--- src/rtl/mix_pkg.sv ---
// mix_pkg: shared types and constants for the PCM mix sequencer.
//   state_e    : sequencer state encoding (IDLE, GATHER, DIVIDE, OUTPUT)
//   MIX_DATA_W : default sample width
//   NUM_CH     : number of mixed channels
//   ACC_W      : accumulator width (sum of four samples never overflows)
//   CNT_W      : active-channel count width (0..4)
//   DIV_CYCLES : iterations of the sequential divider
//   CH_*       : channel index of each wave generator
package mix_pkg;

  localparam int MIX_DATA_W = 18;
  localparam int NUM_CH     = 4;
  localparam int ACC_W      = MIX_DATA_W + 2;
  localparam int CNT_W      = 3;
  localparam int DIV_CYCLES = 20;

  localparam int CH_SQ = 0;
  localparam int CH_ST = 1;
  localparam int CH_SN = 2;
  localparam int CH_C  = 3;

  typedef enum logic [1:0] {
    IDLE   = 2'd0,
    GATHER = 2'd1,
    DIVIDE = 2'd2,
    OUTPUT = 2'd3
  } state_e;

endpackage

--- src/rtl/mix_divider.sv ---
// mix_divider: restoring divider, one quotient bit per cycle.
//   BIT_CLK      : clock
//   RESET_N      : synchronous active-low reset
//   start_i      : load dividend/divisor and begin (sampled on a clock edge)
//   dividend_i   : ACC_W-bit unsigned dividend
//   divisor_i    : CNT_W-bit unsigned divisor (0 gives a quotient of 0)
//   quotient_o   : low OUT_W bits of floor(dividend / divisor)
//   done_o       : high for one cycle, DIV_CYCLES edges after the start edge
module mix_divider
  import mix_pkg::*;
#(
  parameter int OUT_W = MIX_DATA_W
) (
  input  logic             BIT_CLK,
  input  logic             RESET_N,
  input  logic             start_i,
  input  logic [ACC_W-1:0] dividend_i,
  input  logic [CNT_W-1:0] divisor_i,
  output logic [OUT_W-1:0] quotient_o,
  output logic             done_o
);

  logic [ACC_W-1:0] quo_q;
  logic [CNT_W-1:0] rem_q;
  logic [CNT_W-1:0] den_q;
  logic [4:0]       step_q;
  logic [CNT_W:0]   shifted;
  logic             fits;

  // Remainder is always below the divisor (<= 4), so CNT_W bits suffice.
  assign shifted = {rem_q, quo_q[ACC_W-1]};
  assign fits    = shifted >= {1'b0, den_q};

  always_ff @(posedge BIT_CLK) begin
    if (!RESET_N) begin
      quo_q  <= '0;
      rem_q  <= '0;
      den_q  <= '0;
      step_q <= '0;
      done_o <= 1'b0;
    end else begin
      done_o <= 1'b0;
      if (start_i) begin
        quo_q  <= dividend_i;
        rem_q  <= '0;
        den_q  <= divisor_i;
        step_q <= 5'(DIV_CYCLES);
      end else if (step_q != 5'd0) begin
        quo_q  <= {quo_q[ACC_W-2:0], fits};
        rem_q  <= fits ? CNT_W'(shifted - {1'b0, den_q}) : shifted[CNT_W-1:0];
        step_q <= step_q - 5'd1;
        done_o <= (step_q == 5'd1);
      end
    end
  end

  // A zero divisor makes every trial subtraction succeed; mask that out.
  assign quotient_o = (den_q == '0) ? '0 : quo_q[OUT_W-1:0];

endmodule

--- src/rtl/pcm_mix_sequencer.sv ---
// pcm_mix_sequencer: once per AC97 frame, averages the enabled wave
// generator samples through one shared accumulator and divider and
// presents a registered PCM sample.
//   BIT_CLK, RESET_N          : clock, synchronous active-low reset
//   frame_sig                 : frame marker, rising edge starts a mix
//   SW[3:0]                   : channel enables (square, saw, sine, custom)
//   SQ/ST/SN/C_WAVE           : unsigned DATA_W-bit samples
//   PCM_LR, PCM_VALID         : mixed sample and its one-cycle update strobe
//   BUSY, OVERRUN             : mix in progress / frame edge seen while busy
// Optional build macro MIX_SLEW_EN: limit each update to SLEW_STEP.
//
// state  | meaning
// IDLE   | waiting for a frame_sig rising edge
// GATHER | 4 cycles, visiting channel idx_q and summing enabled samples
// DIVIDE | 20 cycles while the divider forms sum / count
// OUTPUT | load PCM_LR, pulse PCM_VALID, return to IDLE
module pcm_mix_sequencer
  import mix_pkg::*;
#(
  parameter int DATA_W    = MIX_DATA_W,
  parameter int SLEW_STEP = 1024
) (
  input  logic              BIT_CLK,
  input  logic              RESET_N,
  input  logic              frame_sig,
  input  logic [3:0]        SW,
  input  logic [DATA_W-1:0] SQ_WAVE,
  input  logic [DATA_W-1:0] ST_WAVE,
  input  logic [DATA_W-1:0] SN_WAVE,
  input  logic [DATA_W-1:0] C_WAVE,
  output logic [DATA_W-1:0] PCM_LR,
  output logic              PCM_VALID,
  output logic              BUSY,
  output logic              OVERRUN
);

  state_e             state_q;
  logic               frame_q;
  logic [NUM_CH-1:0]  mask_q;
  logic [1:0]         idx_q;
  logic [ACC_W-1:0]   acc_q, acc_d;
  logic [CNT_W-1:0]   cnt_q, cnt_d;
  logic [4:0]         dcnt_q;
  logic [DATA_W-1:0]  wave_sel;
  logic [DATA_W-1:0]  quot;
  logic [DATA_W-1:0]  pcm_d;
  logic               frame_edge;
  logic               take;
  logic               div_start;
  logic               div_done;

  assign frame_edge = frame_sig & ~frame_q;
  assign take       = mask_q[idx_q];

  always_comb begin
    wave_sel = '0;
    case (idx_q)
      2'(CH_SQ): wave_sel = SQ_WAVE;
      2'(CH_ST): wave_sel = ST_WAVE;
      2'(CH_SN): wave_sel = SN_WAVE;
      default:   wave_sel = C_WAVE;
    endcase
  end

  assign acc_d = acc_q + (take ? ACC_W'(wave_sel) : '0);
  assign cnt_d = cnt_q + CNT_W'(take);

  // Divider is launched on the last GATHER edge with the final sum, so its
  // 20 iterations land exactly on the DIVIDE edges.
  assign div_start = (state_q == GATHER) && (idx_q == 2'd3);

  mix_divider #(.OUT_W(DATA_W)) u_div (
    .BIT_CLK    (BIT_CLK),
    .RESET_N    (RESET_N),
    .start_i    (div_start),
    .dividend_i (acc_d),
    .divisor_i  (cnt_d),
    .quotient_o (quot),
    .done_o     (div_done)
  );

`ifdef MIX_SLEW_EN
  localparam logic [DATA_W:0] STEP = (DATA_W+1)'(SLEW_STEP);
  logic [DATA_W:0] up_lim;
  always_comb begin
    up_lim = {1'b0, PCM_LR} + STEP;
    if ({1'b0, quot} > up_lim)
      pcm_d = up_lim[DATA_W-1:0];
    else if ({1'b0, PCM_LR} > ({1'b0, quot} + STEP))
      pcm_d = PCM_LR - STEP[DATA_W-1:0];
    else
      pcm_d = quot;
  end
`else
  assign pcm_d = quot;
`endif

  always_ff @(posedge BIT_CLK) begin
    if (!RESET_N) begin
      state_q   <= IDLE;
      frame_q   <= 1'b0;
      mask_q    <= '0;
      idx_q     <= '0;
      acc_q     <= '0;
      cnt_q     <= '0;
      dcnt_q    <= '0;
      PCM_LR    <= '0;
      PCM_VALID <= 1'b0;
      BUSY      <= 1'b0;
      OVERRUN   <= 1'b0;
    end else begin
      frame_q   <= frame_sig;
      PCM_VALID <= 1'b0;
      OVERRUN   <= frame_edge && (state_q != IDLE);
      case (state_q)
        IDLE: begin
          if (frame_edge) begin
            mask_q  <= SW;
            acc_q   <= '0;
            cnt_q   <= '0;
            idx_q   <= '0;
            BUSY    <= 1'b1;
            state_q <= GATHER;
          end
        end
        GATHER: begin
          acc_q <= acc_d;
          cnt_q <= cnt_d;
          idx_q <= idx_q + 2'd1;
          if (idx_q == 2'd3) begin
            dcnt_q  <= 5'(DIV_CYCLES - 1);
            state_q <= DIVIDE;
          end
        end
        DIVIDE: begin
          if (dcnt_q == 5'd0) state_q <= OUTPUT;
          else                dcnt_q  <= dcnt_q - 5'd1;
        end
        OUTPUT: begin
          if (div_done) begin
            PCM_LR    <= pcm_d;
            PCM_VALID <= 1'b1;
            BUSY      <= 1'b0;
            state_q   <= IDLE;
          end
        end
        default: state_q <= IDLE;
      endcase
    end
  end

endmodule

--- config.mk ---
export PLATFORM = sky130hd
export DESIGN_NAME = pcm_mix_sequencer
export DESIGN_NICKNAME = d
export VERILOG_FILES = /design/src/rtl/mix_pkg.sv /design/src/rtl/mix_divider.sv /design/src/rtl/pcm_mix_sequencer.sv
export SDC_FILE = /design/constraint.sdc
export NUM_CORES = 1
export LEC_CHECK = 0
export CORE_MARGIN = 4
export CORE_UTILIZATION = 49
export DETAILED_ROUTE_END_ITERATION = 7
export MAX_ROUTING_LAYER = met4
export PLACE_DENSITY = 0.76
export SLEW_MARGIN = 20
export SYNTH_ARGS = -nofsm -noshare
export SYNTH_HDL_FRONTEND = slang
export SYNTH_HIERARCHICAL = 1
export SYNTH_SLANG_ARGS = --single-unit
--- constraint.sdc ---
create_clock -name BIT_CLK -period 4.35 [get_ports BIT_CLK]
set_input_delay 0.435 -clock BIT_CLK [delete_from_list [all_inputs] [get_ports BIT_CLK]]
set_output_delay 0.435 -clock BIT_CLK [all_outputs]
set_load 0.05 [all_outputs]
# == Word level (Yosys, flattened, before mapping) ==
# Cells that the tools add are included.
# classes
n_mux,28
magnitude_cmp,2
bitwise,4
add_sub_neg,6
n_eq_ne,12
reduce_logical,21
# op_table
operator,count
$mux W20,3
$pmux W18 S3,1
$pmux W20 S2,1
$mux W18,2
$add A20 B18 Y20,1
$mux W5,4
$mux W2,5
$pmux W5 S2,1
$reduce_bool A2 Y1,5
$sub A5 B1 Y5 const B,2
$eq A2 B2 Y1 const B,4
$pmux W2 S4,1
$reduce_and A2 Y1,4
$mux W3,2
$ne A2 B2 Y1 const B,3
$pmux W3 S2,1
$reduce_and A3 Y1,2
$eq A5 B1 Y1 const B,1
$logic_not A5 Y1,1
$reduce_bool A5 Y1,1
$eq A2 B1 Y1 const B,2
$ge A4 B3 Y1,1
$logic_not A2 Y1,2
$mux W1,4
15 further kinds,19
# totals
word_cells,90
register_bits,90
out_inout_bits,21
inputBits,79

# == Longest topological paths before layout ==
# logic_depth
word_depth,5
depth_mapped,19
mapped_depth_nobuf,17

# == By module ==
# Netlist, hierarchy kept.
# modules_own_cells
mod,seq_area_each_um2,cells_each,instances,area_each_um2
pcm_mix_sequencer,1161.1,461,1,3611.0
mix_divider,640.6,203,1,1629.1

# == Least setup slack after synthesis ==
# No wires, ideal clock.
# synth_timing
kind,reg2reg
start,reg idx_q[0]
end,reg u_div.quo_q[19]
period_less_slack_ns,3.282
required_time_ns,4.214
path_stages_with_launch,19
path_slack_ns,1.068
path_buffers,2
arrival_ns,3.145
setup_time_ns,0.136
path_cell_list,dfxtp_1 -> inv_1 -> ha_1 -> clkbuf_1 -> clkbuf_1 -> a222oi_1 -> nor2_1 -> a21oi_1 -> nor2_1 -> ha_1 -> a21oi_2 -> a21oi_1 -> a211o_1 -> o21ai_2 -> o21a_2 -> o21ai_1 -> xor2_1 -> o21ai_0 -> a31oi_1
# synth_between
elab_chain_cells,5
word_cells_on_any_way,12
cone_classes,add/sub (1); eq/ne (3); mux (5); reduce/logical (3)
# synth_lines
element,line,text
start: declaration,pcm_mix_sequencer.sv:40,logic [1:0] idx_q;
start signal: assignment,pcm_mix_sequencer.sv:129,idx_q <= idx_q + 2'd1;
"$eq A2 B2 Y1, or another cell as far along",pcm_mix_sequencer.sv:57,case (idx_q)
$pmux W18 S3 or $mux W1 (tied branches),"pcm_mix_sequencer.sv:57, pcm_mix_sequencer.sv:53",
$mux W18 (*),pcm_mix_sequencer.sv:65,assign acc_d = acc_q + (take ? ACC_W'(wave_sel) : '0);
$add A20 B18 Y20 (*),pcm_mix_sequencer.sv:65,
named net acc_d[19],pcm_mix_sequencer.sv:41,"logic [ACC_W-1:0] acc_q, acc_d;"
$mux W20 (*),mix_divider.sv:43,if (start_i) begin
end signal: assignment,mix_divider.sv:44,quo_q <= dividend_i;
end signal: assignment,mix_divider.sv:49,"quo_q <= {quo_q[ACC_W-2:0], fits};"
end: declaration,mix_divider.sv:23,logic [ACC_W-1:0] quo_q;
# Mark *: on every way through the listed nets, which the timed path passes. The rest lies on a longest branch. The select of a mux whose other input is x is not followed.
# A chain may end at the register's enable or synchronous reset.

# == Final worst setup path ==
# layout_timing
start,reg idx_q[1]
end,reg u_div.quo_q[16]
# The elaborated chain is that of the path after synthesis.

==> impl_metrics.env <==
export IMPL_cts_max_path_buffers=2
export IMPL_critPathMaxFanout=18
export IMPL_grt_usage=0.2193
export IMPL_cts_resized=0
export IMPL_viasPerCell=5.682
export IMPL_grt_antenna_before_repair=0
export IMPL_skew_ns=0.009805
export IMPL_portBuffers=99
export IMPL_status="complete, no violations"
export IMPL_place_gp_congestion=1.008
export IMPL_clock_sinks=90
export IMPL_core_sq_um=10370
export IMPL_dp_hpwl_mm=10.26
export IMPL_period_share=0.8922
export IMPL_synth_edf_count=0
export IMPL_place_area_sq_um=6295
export IMPL_dpl_cell_count=870
export IMPL_cts_hold_buf=0
export IMPL_drtIter0Drc=412
export IMPL_synth_seq_area_share=0.3438
export IMPL_path_class="register to register"
export IMPL_holdCritPathClass="register to register"
export IMPL_grt_pass1_wl_mm=22.31
export IMPL_drcViolationCount=0
export IMPL_synth_cell_types=57
export IMPL_synth_area_sq_um=5240
export IMPL_fmax_ghz=0.2577
export IMPL_layout_common_cells="102 x nand2_1, 98 x clkdlybuf4s50_1, 90 x dfxtp_1, 71 x nor2_1, 63 x a21oi_1"
export IMPL_antenna_cells=0
export IMPL_yosys_register_bits=90
export IMPL_r2r_slack_ns=0.47
export IMPL_fp_row_count=37
export IMPL_initial_core_util=0.5053
export IMPL_routed_wirelength_mm=13.49
export IMPL_final_cells=885
export IMPL_nNetsFinal=861
export IMPL_synth_avg_cell_area_sq_um=7.892
export IMPL_overflow=0
export IMPL_setup_viol=0
export IMPL_routedWlPerCell_microns=15.24
export IMPL_postSynthNetCount=780
export IMPL_cellPowerDensity_nw_per_um2=391.9
export IMPL_utilization=0.6277
export IMPL_cts_inserted_buffers=9
export IMPL_mostFrequentLayoutCell="nand2_1"
export IMPL_cts_clk_slew_worst_paths_ns=0.08
export IMPL_yosys_top_cells_area="dfxtp_1 34%, ha_1 8.4%, nand2_1 7.3%"
export IMPL_synth_ff_type="dfxtp_1"
export IMPL_die_w_microns=111.4
export IMPL_fin_area_sq_um=6509
export IMPL_syn_to_final_growth_pct=24.21
export IMPL_ys_warn_count=6
export IMPL_nFillCells=901
export IMPL_io_pins=100
export IMPL_cp_end_kind="register"
export IMPL_synthArstFlopShare=0
export IMPL_synth_cells=664
export IMPL_required_ns=4.63
export IMPL_post_synth_top_area_cell="dfxtp_1"
export IMPL_synth_top_area_frac=0.3438
export IMPL_peakVddDrop_mv=0.2190
export IMPL_p_leak_nw=2.532
export IMPL_grt_pass1_vias=4760
export IMPL_worst_pin_slew_ns=0.9382
export IMPL_num_vias=5029
export IMPL_timing_setup_tns_ns=0
export IMPL_dr_pass1_iters=7
export IMPL_cts_root_buffer="clkbuf_8"
export IMPL_rsz0062_at_grt="no"
export IMPL_period_minus_slack_ns=3.881
export IMPL_clk_insertion_delay_late_ns=0.36
export IMPL_final_layout_size_suffix_gt1_frac=0.04940
export IMPL_cap_viol_max_count=0
export IMPL_dieArea_sq_um=12410
export IMPL_hold_violations=0
export IMPL_cts_tree="done"
export IMPL_post_cts_buffers=0
export IMPL_final_max_slew_violation_count=0
export IMPL_die_h_microns=111.4
export IMPL_cp_arrival_ns=4.16
export IMPL_htreeDepth=3
export IMPL_drtAntennaViolNets=0
export IMPL_relSlewSlack=0.3738
export IMPL_cp_start_kind="register"
export IMPL_grt_max_degree=42
==> per-layer routing <==
layer  part of all wire  track usage  vias up
met5                  0            -        -
met4              0.014      0.05839        0
met3              0.065      0.04130       17
met2               0.47       0.3571      190
met1               0.45       0.2811     2322
li1                   -            -     2500
==> Yosys cell counts, types with 3 or more instances <==
cell type,n
and2b_1,14
dfxtp_1,90
a21oi_1,63
a22oi_1,10
a31oi_1,20
nor2_1,71
a211oi_1,4
ha_1,35
and2_1,4
nand2b_1,7
buf_6,3
nor2b_1,14
a22o_1,11
inv_1,29
nand2_1,102
mux2i_1,6
nand3_1,15
clkbuf_1,30
o21ai_1,6
a222oi_1,18
o21ai_0,31
nor3_1,13
xnor2_1,13
buf_2,4
xor2_1,8
o211ai_1,3
==> registers in the layout (all words and copies together) (netlist names), 2 cells and up <==
| name | cells |
|---|---|
| u_div/rem_q | 3 |
| u_div/den_q | 3 |
| acc_q | 20 |
| dcnt_q | 5 |
| idx_q | 2 |
| u_div/step_q | 5 |
| mask_q | 4 |
| state_q | 2 |
| u_div/quo_q | 20 |
| PCM_LR | 18 |
| cnt_q | 3 |
==> power breakdown <==
part / leakage [nW] / switching, mW / internal [mW]
registers: 0.728 / 0.0540 / 0.884
logic: 1.69 / 0.606 / 0.365
clock network: 0.110 / 0.288 / 0.353
total: 2.53 / 0.948 / 1.60
==> cell families (layout without fill, tap and decap cells) <==
group	after synthesis	count (layout)	synth area share
and+or+nand+nor	252	252	0.2216
AOI/OAI and AO/OA	189	189	0.2383
DFF	90	90	0.3438
buffers and inverters	67	152	0.05325
adders and majority gates	37	37	0.09121
xor gates and xnor gates	22	22	0.03821
muxes	7	7	0.01361
==> per-stage QoR <==
stage	setup WS, ns	hold slack [ns]	power [mW]
after floorplan	1.068	0.4329	1.650
after global placement	0.7071	0.4456	1.882
final	0.4691	0.4575	2.550
after global routing	0.1319	0.4695	2.713
after detailed placement	0.6028	0.4472	1.917
after CTS	0.5642	0.4587	2.558
==> area by class of cell <==
class	count	area (sq um)	area share
Inverter	30	112.6	0.01730
Sequential cell	90	1802	0.2768
Clock inverter	2	60.06	0.009227
Timing Repair Buffer	107	1046	0.1607
Multi-Input combinational cell	507	3159	0.4854
Clock buffer	13	158.9	0.02441
Tap cell	136	170.2	0.02614
==> path summary, 6_finish.rpt <==
| path | startpoint | end | cells after the start |
|---|---|---|---|
| hold reg to reg | PCM_LR[9] | PCM_LR[9] | 2 |
| setup / recovery | idx_q[1] | u_div/quo_q[16] | 16 |
| setup reg to reg | idx_q[1] | u_div/quo_q[16] | 16 |
| hold / removal | PCM_LR[9] | PCM_LR[9] | 2 |
==> worst max-delay path, stage by stage, from the launching register on <==
cell      delay, ns
dfxtp_1        0.47
ha_1           0.62
a222oi_1       0.22
nor2_1         0.13
a21oi_1        0.05
nor2_1         0.13
ha_1           0.17
inv_1          0.05
fa_1           0.39
nand2b_1       0.18
a21oi_1        0.20
o21ai_1        0.17
o21ai_1        0.30
a221oi_2       0.10
xnor2_1        0.30
o21ai_0        0.13
a31oi_1        0.17
No activity file was read; power rests on OpenSTA's default activity.
==> variant 1 (same settings) <==
Remove the register `OVERRUN`: a continuous assignment takes its place, so the output `OVERRUN` follows one clock earlier.
--- a/src/rtl/pcm_mix_sequencer.sv
+++ b/src/rtl/pcm_mix_sequencer.sv
@@ -107,11 +107,9 @@
       PCM_LR    <= '0;
       PCM_VALID <= 1'b0;
       BUSY      <= 1'b0;
-      OVERRUN   <= 1'b0;
     end else begin
       frame_q   <= frame_sig;
       PCM_VALID <= 1'b0;
-      OVERRUN   <= frame_edge && (state_q != IDLE);
       case (state_q)
         IDLE: begin
           if (frame_edge) begin
@@ -149,5 +147,7 @@
     end
   end
 
+  assign OVERRUN = frame_edge && (state_q != IDLE);
+
 endmodule
 
Check against the original RTL: not equivalent (a bounded check fails within 4 cycles, from zero or initial values and one cycle with RESET_N low).
==> variant 1 against the original RTL <==
Die area down 0.31%; critical path type unchanged; worst hold slack worse by 1.2 ps; sequential cell count fell by 1; area after synthesis fell by 0.33%; design area shrank 0.33%; clock power down 4.7%; synthesized cell count fell by 1.1%; total power fell by 2.6%; final cell count down 0.68%; wire length fell by 6.4%; utilization decreased by 0.21 points; setup slack better by 200 ps.
==> variant 1: results (changes against the original RTL) <==
INFO  metric run_status = complete, no violations
INFO  metric first_global_vias = 4669 (-1.9%)
INFO  metric max_slew.worst_pin.slew = 930 ps (-7.85 ps)
INFO  metric antenna_cells_inserted = 0 (unchanged)
INFO  metric dp.final_hpwl = 9730 um (-5.1%)
INFO  metric globalRouteOverflowTotal = 0 (unchanged)
INFO  metric io_buffers = 99 (unchanged)
INFO  metric arrival = 3880 ps (-280 ps)
INFO  metric synth-async-reset-ratio = 0% (unchanged)
INFO  metric cts_made_buffers = 9 (unchanged)
INFO  metric post_cts.repair.setup_buffers = 0 (unchanged)
INFO  metric static-leakage-power = 2.55 nW (+0.69%)
INFO  metric yosysWarnings = 6 (unchanged)
INFO  metric syn-num-nets = 773 (-0.90%)
INFO  metric global_route_wire_length_before_repair = 21200 um (-4.9%)
INFO  metric max-clock-path-buffers = 2 (unchanged)
INFO  metric clock_latency = 360 ps (about the same)
INFO  metric setup_viol_count_final = 0 (unchanged)
INFO  metric min_path_cells = 2 (unchanged)
INFO  metric crit_family = compound AO/OA/AOI/OAI gates
INFO  metric rr_worst_depth = 14 (-2)
INFO  metric fin_skew = 11.9 ps (+2.12 ps)
INFO  metric ctsHtreeMaxLevel = 3 (unchanged)
INFO  metric fillers = 962 (+6.8%)
INFO  metric worstHoldStart = PCM_LR[6]
INFO  metric maximum_number_of_pins_on_one_net_before_global_route_repair = 41 (-2.4%)
INFO  metric dominantRegCellSynth = dfxtp_1
INFO  metric post_placement_setup_slack = 741 ps (+139 ps)
INFO  metric groute.usage.overall = 20.7% (-1.2 points)
INFO  metric crit-reg2reg-launch = idx_q[1]
INFO  metric worst_r2r_endpoint = u_div/quo_q[9]
INFO  metric critPathSlowestCell = a222oi_1
INFO  metric worstSetupStartpointType = flip-flop
INFO  metric fin_nets = 855 (-0.70%)
INFO  metric routed-via-count = 4857 (-3.4%)
INFO  metric cts_repair_resize_count = 0 (unchanged)
INFO  metric switching_power = 925 uW (-2.4%)
INFO  metric detailedRoute.firstIterationViolations = 411 (-0.24%)
INFO  metric synth_seq_area_share = 34.1% (-0.27 points)
INFO  metric hold-path-endpoint = PCM_LR[6]
INFO  metric synth_cell_type_count = 58 (+1.8%)
INFO  metric vdd_ir_drop_max = 217 uV (-0.98%)
INFO  metric ys_top_cells_by_area = dfxtp_1 34%, ha_1 8.4%, nand2_1 7.0%
INFO  metric crit_path_max_incr_delay = 460 ps (-160 ps)
INFO  metric place_congestion = 0.883 (-12%)
INFO  metric top_regs = acc_q: 20 flops, u_div/quo_q: 20 flops, PCM_LR: 18 flops
INFO  metric synth_top_cells_by_count = 97 x nand2_1, 89 x dfxtp_1, 77 x nor2_1
INFO  metric layout-drive-gt1-share = 4.98% (+0.040 points)
INFO  metric regToRegSetupSlack = 670 ps (+200 ps)
INFO  metric drt-wirelength-per-cell = 14.4 um (-5.8%)
INFO  metric drt_pre_antenna_iters = 6 (-1)
INFO  metric dpl_cell_area = 6280 sq um (-0.26%)
variant 1: worst reg2reg max path, delay by kind of cell, from the launching register on:
family                   cells  cell delay (ps)
buffers and inverters        1              110
XOR/XNOR                     1              160
adder cells (fa/ha/maj)      2              810
AND/OR/NAND/NOR              4              810
AO/OA/AOI/OAI                6             1190
flip-flops                   1              450
variant 1: power groups by stage:
| stage | Clock (mW) | Sequential (mW) | Combinational (mW) |
|---|---|---|---|
| floorplan | 0 | 0.943 | 0.705 |
| global placement | 0 | 0.942 | 0.922 |
| detailed placement | 0 | 0.945 | 0.942 |
| finish | 0.611 | 0.928 | 0.946 |
| global route | 0.653 | 0.936 | 1.07 |
| CTS | 0.621 | 0.927 | 0.946 |
variant 1: logic make-up (layout without fill, tap and decap cells):
kind of cell / after synthesis / after routing / share of synthesized area (%)
xor+xnor: 22 / 22 / 3.98
buf+inv: 65 / 151 / 5.17
mux: 11 / 11 / 2.13
simple gates: 248 / 248 / 21.8
flops: 89 / 89 / 34.1
compound gates: 185 / 185 / 23.6
fa+ha+maj: 37 / 37 / 9.15
variant 1: worst max-delay path by stage:
stage	endpoint	slack, ps	depth (start not counted)
3_5_place_dp	u_div/quo_q[9]	740	14
4_1_cts	u_div/quo_q[9]	720	14
2_1_floorplan	u_div/quo_q[19]	1050	18
5_1_grt	u_div/quo_q[14]	240	17
3_3_place_gp	u_div/quo_q[16]	860	16
6_report	u_div/quo_q[9]	670	14
variant 1: routing by layer:
metal | global-route usage, % | part of all wire [%] | vias to the layer above | routed length, um
met1 | 28.0 | 49 | 2195 | 6210
met2 | 31.1 | 43 | 162 | 5440
met5 | - | 0 | - | 0
met3 | 3.98 | 5.9 | 20 | 746
li1 | - | - | 2480 | -
met4 | 6.89 | 1.8 | 0 | 229
variant 1: layout make-up:
type | instances | area, sq um | area share [%]
repair buffers | 106 | 1040 | 16.1
clock inverters | 5 | 81.3 | 1.25
well taps | 136 | 170 | 2.62
flip-flops and latches | 89 | 1780 | 27.5
inverters | 30 | 113 | 1.74
multi-input cells | 503 | 3170 | 48.9
clock buffers | 10 | 128 | 1.97
variant 1: metrics by stage:
| stage | hold slack [ps] | cells | utilization (%) |
|---|---|---|---|
| final | 456 | 879 | 62.6 |
| after global routing | 486 | 879 | 62.6 |
| after CTS | 458 | 879 | 62.6 |
| after detailed placement | 446 | 864 | 60.5 |
| after global placement | 444 | 864 | 60.5 |
| after floorplan | 445 | 657 | - |
==> variant 2 (config.mk and constraints unchanged) <==
Without the edit above. Set the package constant `MIX_DATA_W` to 20 (it was 18).
--- a/src/rtl/mix_pkg.sv
+++ b/src/rtl/mix_pkg.sv
@@ -8,7 +8,7 @@
 //   CH_*       : channel index of each wave generator
 package mix_pkg;
 
-  localparam int MIX_DATA_W = 18;
+  localparam int MIX_DATA_W = 20;
   localparam int NUM_CH     = 4;
   localparam int ACC_W      = MIX_DATA_W + 2;
   localparam int CNT_W      = 3;
Ports: changed (5 resized); port bits go from 100 to 110. The function was not compared with the original's and may differ.
==> variant 2 against the original RTL <==
Utilization fell by 0.30 points; sequential cell count rose by 6; area after synthesis rose by 8.7%; combinational power fell by 2.5%; setup slack improved by 30 ps; count of clock-buffer cells in the layout fell by 2; critical path depth did not move; total power rose by 6.1%; design area rose by 9.6%; sequential power rose by 5.8%; wire length rose by 14%; worst hold slack got worse by 0.62 ps; final cell count rose by 7.3%; highest routed layer unchanged.
==> variant 2: results (changes against the original RTL) <==
INFO  metric run_status = complete, no violations
INFO  metric syn-num-nets = 842 (+7.9%)
INFO  metric regToRegSetupSlack = 500 ps (+30 ps)
INFO  metric critPathMaxFanout = 20 (+2)
INFO  metric clock_tree_area_fraction = 3.95% (+0.58 points)
INFO  metric drt-wirelength-per-cell = 16.2 um (+6.4%)
INFO  metric top_regs = acc_q: 22 flops, u_div/quo_q: 22 flops, PCM_LR: 20 flops
INFO  metric detailedRoute.firstIterationViolations = 411 (-0.24%)
INFO  metric summed_instance_area_of_the_synthesized_netlist = 5690 sq um (+8.7%)
INFO  metric synth_top_cells_by_count = 113 x nand2_1, 96 x dfxtp_1, 75 x nor2_1
INFO  metric timing.final.crit_share = 88.5% (-0.68 points)
INFO  metric multi_input_gate_share_of_the_layout_cell_area = 49.3% (+0.77 points)
INFO  metric max_slew.worst_pin.slew = 1010 ps (+72.5 ps)
INFO  metric cts_root_buf = clkbuf_16
INFO  metric multiInputCombCellCount = 557 (+9.9%)
INFO  metric first_global_vias = 5460 (+15%)
INFO  metric critPathSlowestCell = dfxtp_1
INFO  metric synth_cell_type_count = 64 (+12%)
INFO  metric global_route_wire_length_before_repair = 25400 um (+14%)
INFO  metric finalWirelength = 15400 um (+14%)
INFO  metric layout.non_clock_buffers = 118 (+10%)
INFO  metric post_placement_setup_slack = 372 ps (-230 ps)
INFO  metric vdd_ir_drop_max = 432 uV (+97%)
INFO  metric syn_area_per_cell = 7.95 sq um (+0.78%)
INFO  metric drt_pre_antenna_iters = 5 (-2)
INFO  metric worst_setup_path_endpoint = u_div/quo_q[20]
INFO  metric groute.usage.overall = 24.0% (+2.1 points)
INFO  metric dpl_cell_area = 6840 sq um (+8.7%)
INFO  metric ys_top_cells_by_area = dfxtp_1 34%, ha_1 8.1%, nand2_1 7.4%
INFO  metric fin_skew = 12.0 ps (+2.24 ps)
INFO  metric dp.final_hpwl = 11700 um (+14%)
INFO  metric place_congestion = 0.869 (-14%)
INFO  metric buf_share = 16.2% (+0.17 points)
INFO  metric fillers = 1009 (+12%)
INFO  metric io_buffers = 109 (+10%)
INFO  metric timing.critical_path.from = idx_q[0]
INFO  metric static-leakage-power = 2.75 nW (+8.4%)
INFO  metric hold-worst-slack = 457 ps (-0.621 ps)
INFO  metric nClkBuffers = 11 (-2)
INFO  metric p_per_area = 379 nW/um^2 (-3.2%)
INFO  metric fin_nets = 928 (+7.8%)
INFO  metric layout-drive-gt1-share = 4.83% (-0.11 points)
INFO  metric synth_seq_area_share = 33.8% (-0.63 points)
INFO  metric clock-sinks = 96 (+6.7%)
INFO  metric maximum_number_of_pins_on_one_net_before_global_route_repair = 43 (+2.4%)
INFO  metric worstHoldStart = PCM_LR[4]
INFO  metric hold-path-endpoint = PCM_LR[4]
INFO  metric regArea = 1920 sq um (+6.7%)
INFO  metric placed_cells = 934 (+7.4%)
variant 2: metal layers:
metal | share of wire (%) | vias to the layer above | global-route usage, %
met3 | 4.8 | 37 | 4.54
met2 | 50 | 165 | 41.1
met5 | 0 | - | -
li1 | - | 2734 | -
met4 | 2.5 | 0 | 8.82
met1 | 43 | 2591 | 27.9
variant 2: kinds of logic (layout without fill, tap and decap cells):
kind of cell / after synthesis / count (layout) / synth area share, %
buf+inv: 63 / 154 / 4.77
mux: 12 / 12 / 2.13
compound gates: 213 / 213 / 25.2
flops: 96 / 96 / 33.8
simple gates: 270 / 270 / 21.8
fa+ha+maj: 39 / 39 / 8.83
xor+xnor: 23 / 23 / 3.54
variant 2: power by group:
part           total (mW)  internal [mW]  switching, mW
clock               0.766          0.408          0.358
combinational       0.947          0.368          0.579
sequential          0.992          0.937         0.0548
variant 2: what timing repair did:
action / 4_1_cts / 5_1_grt
resized for setup: 0 / 2
endpoints found under the setup margin: 0 / 1
hold buffers: 0 / 0
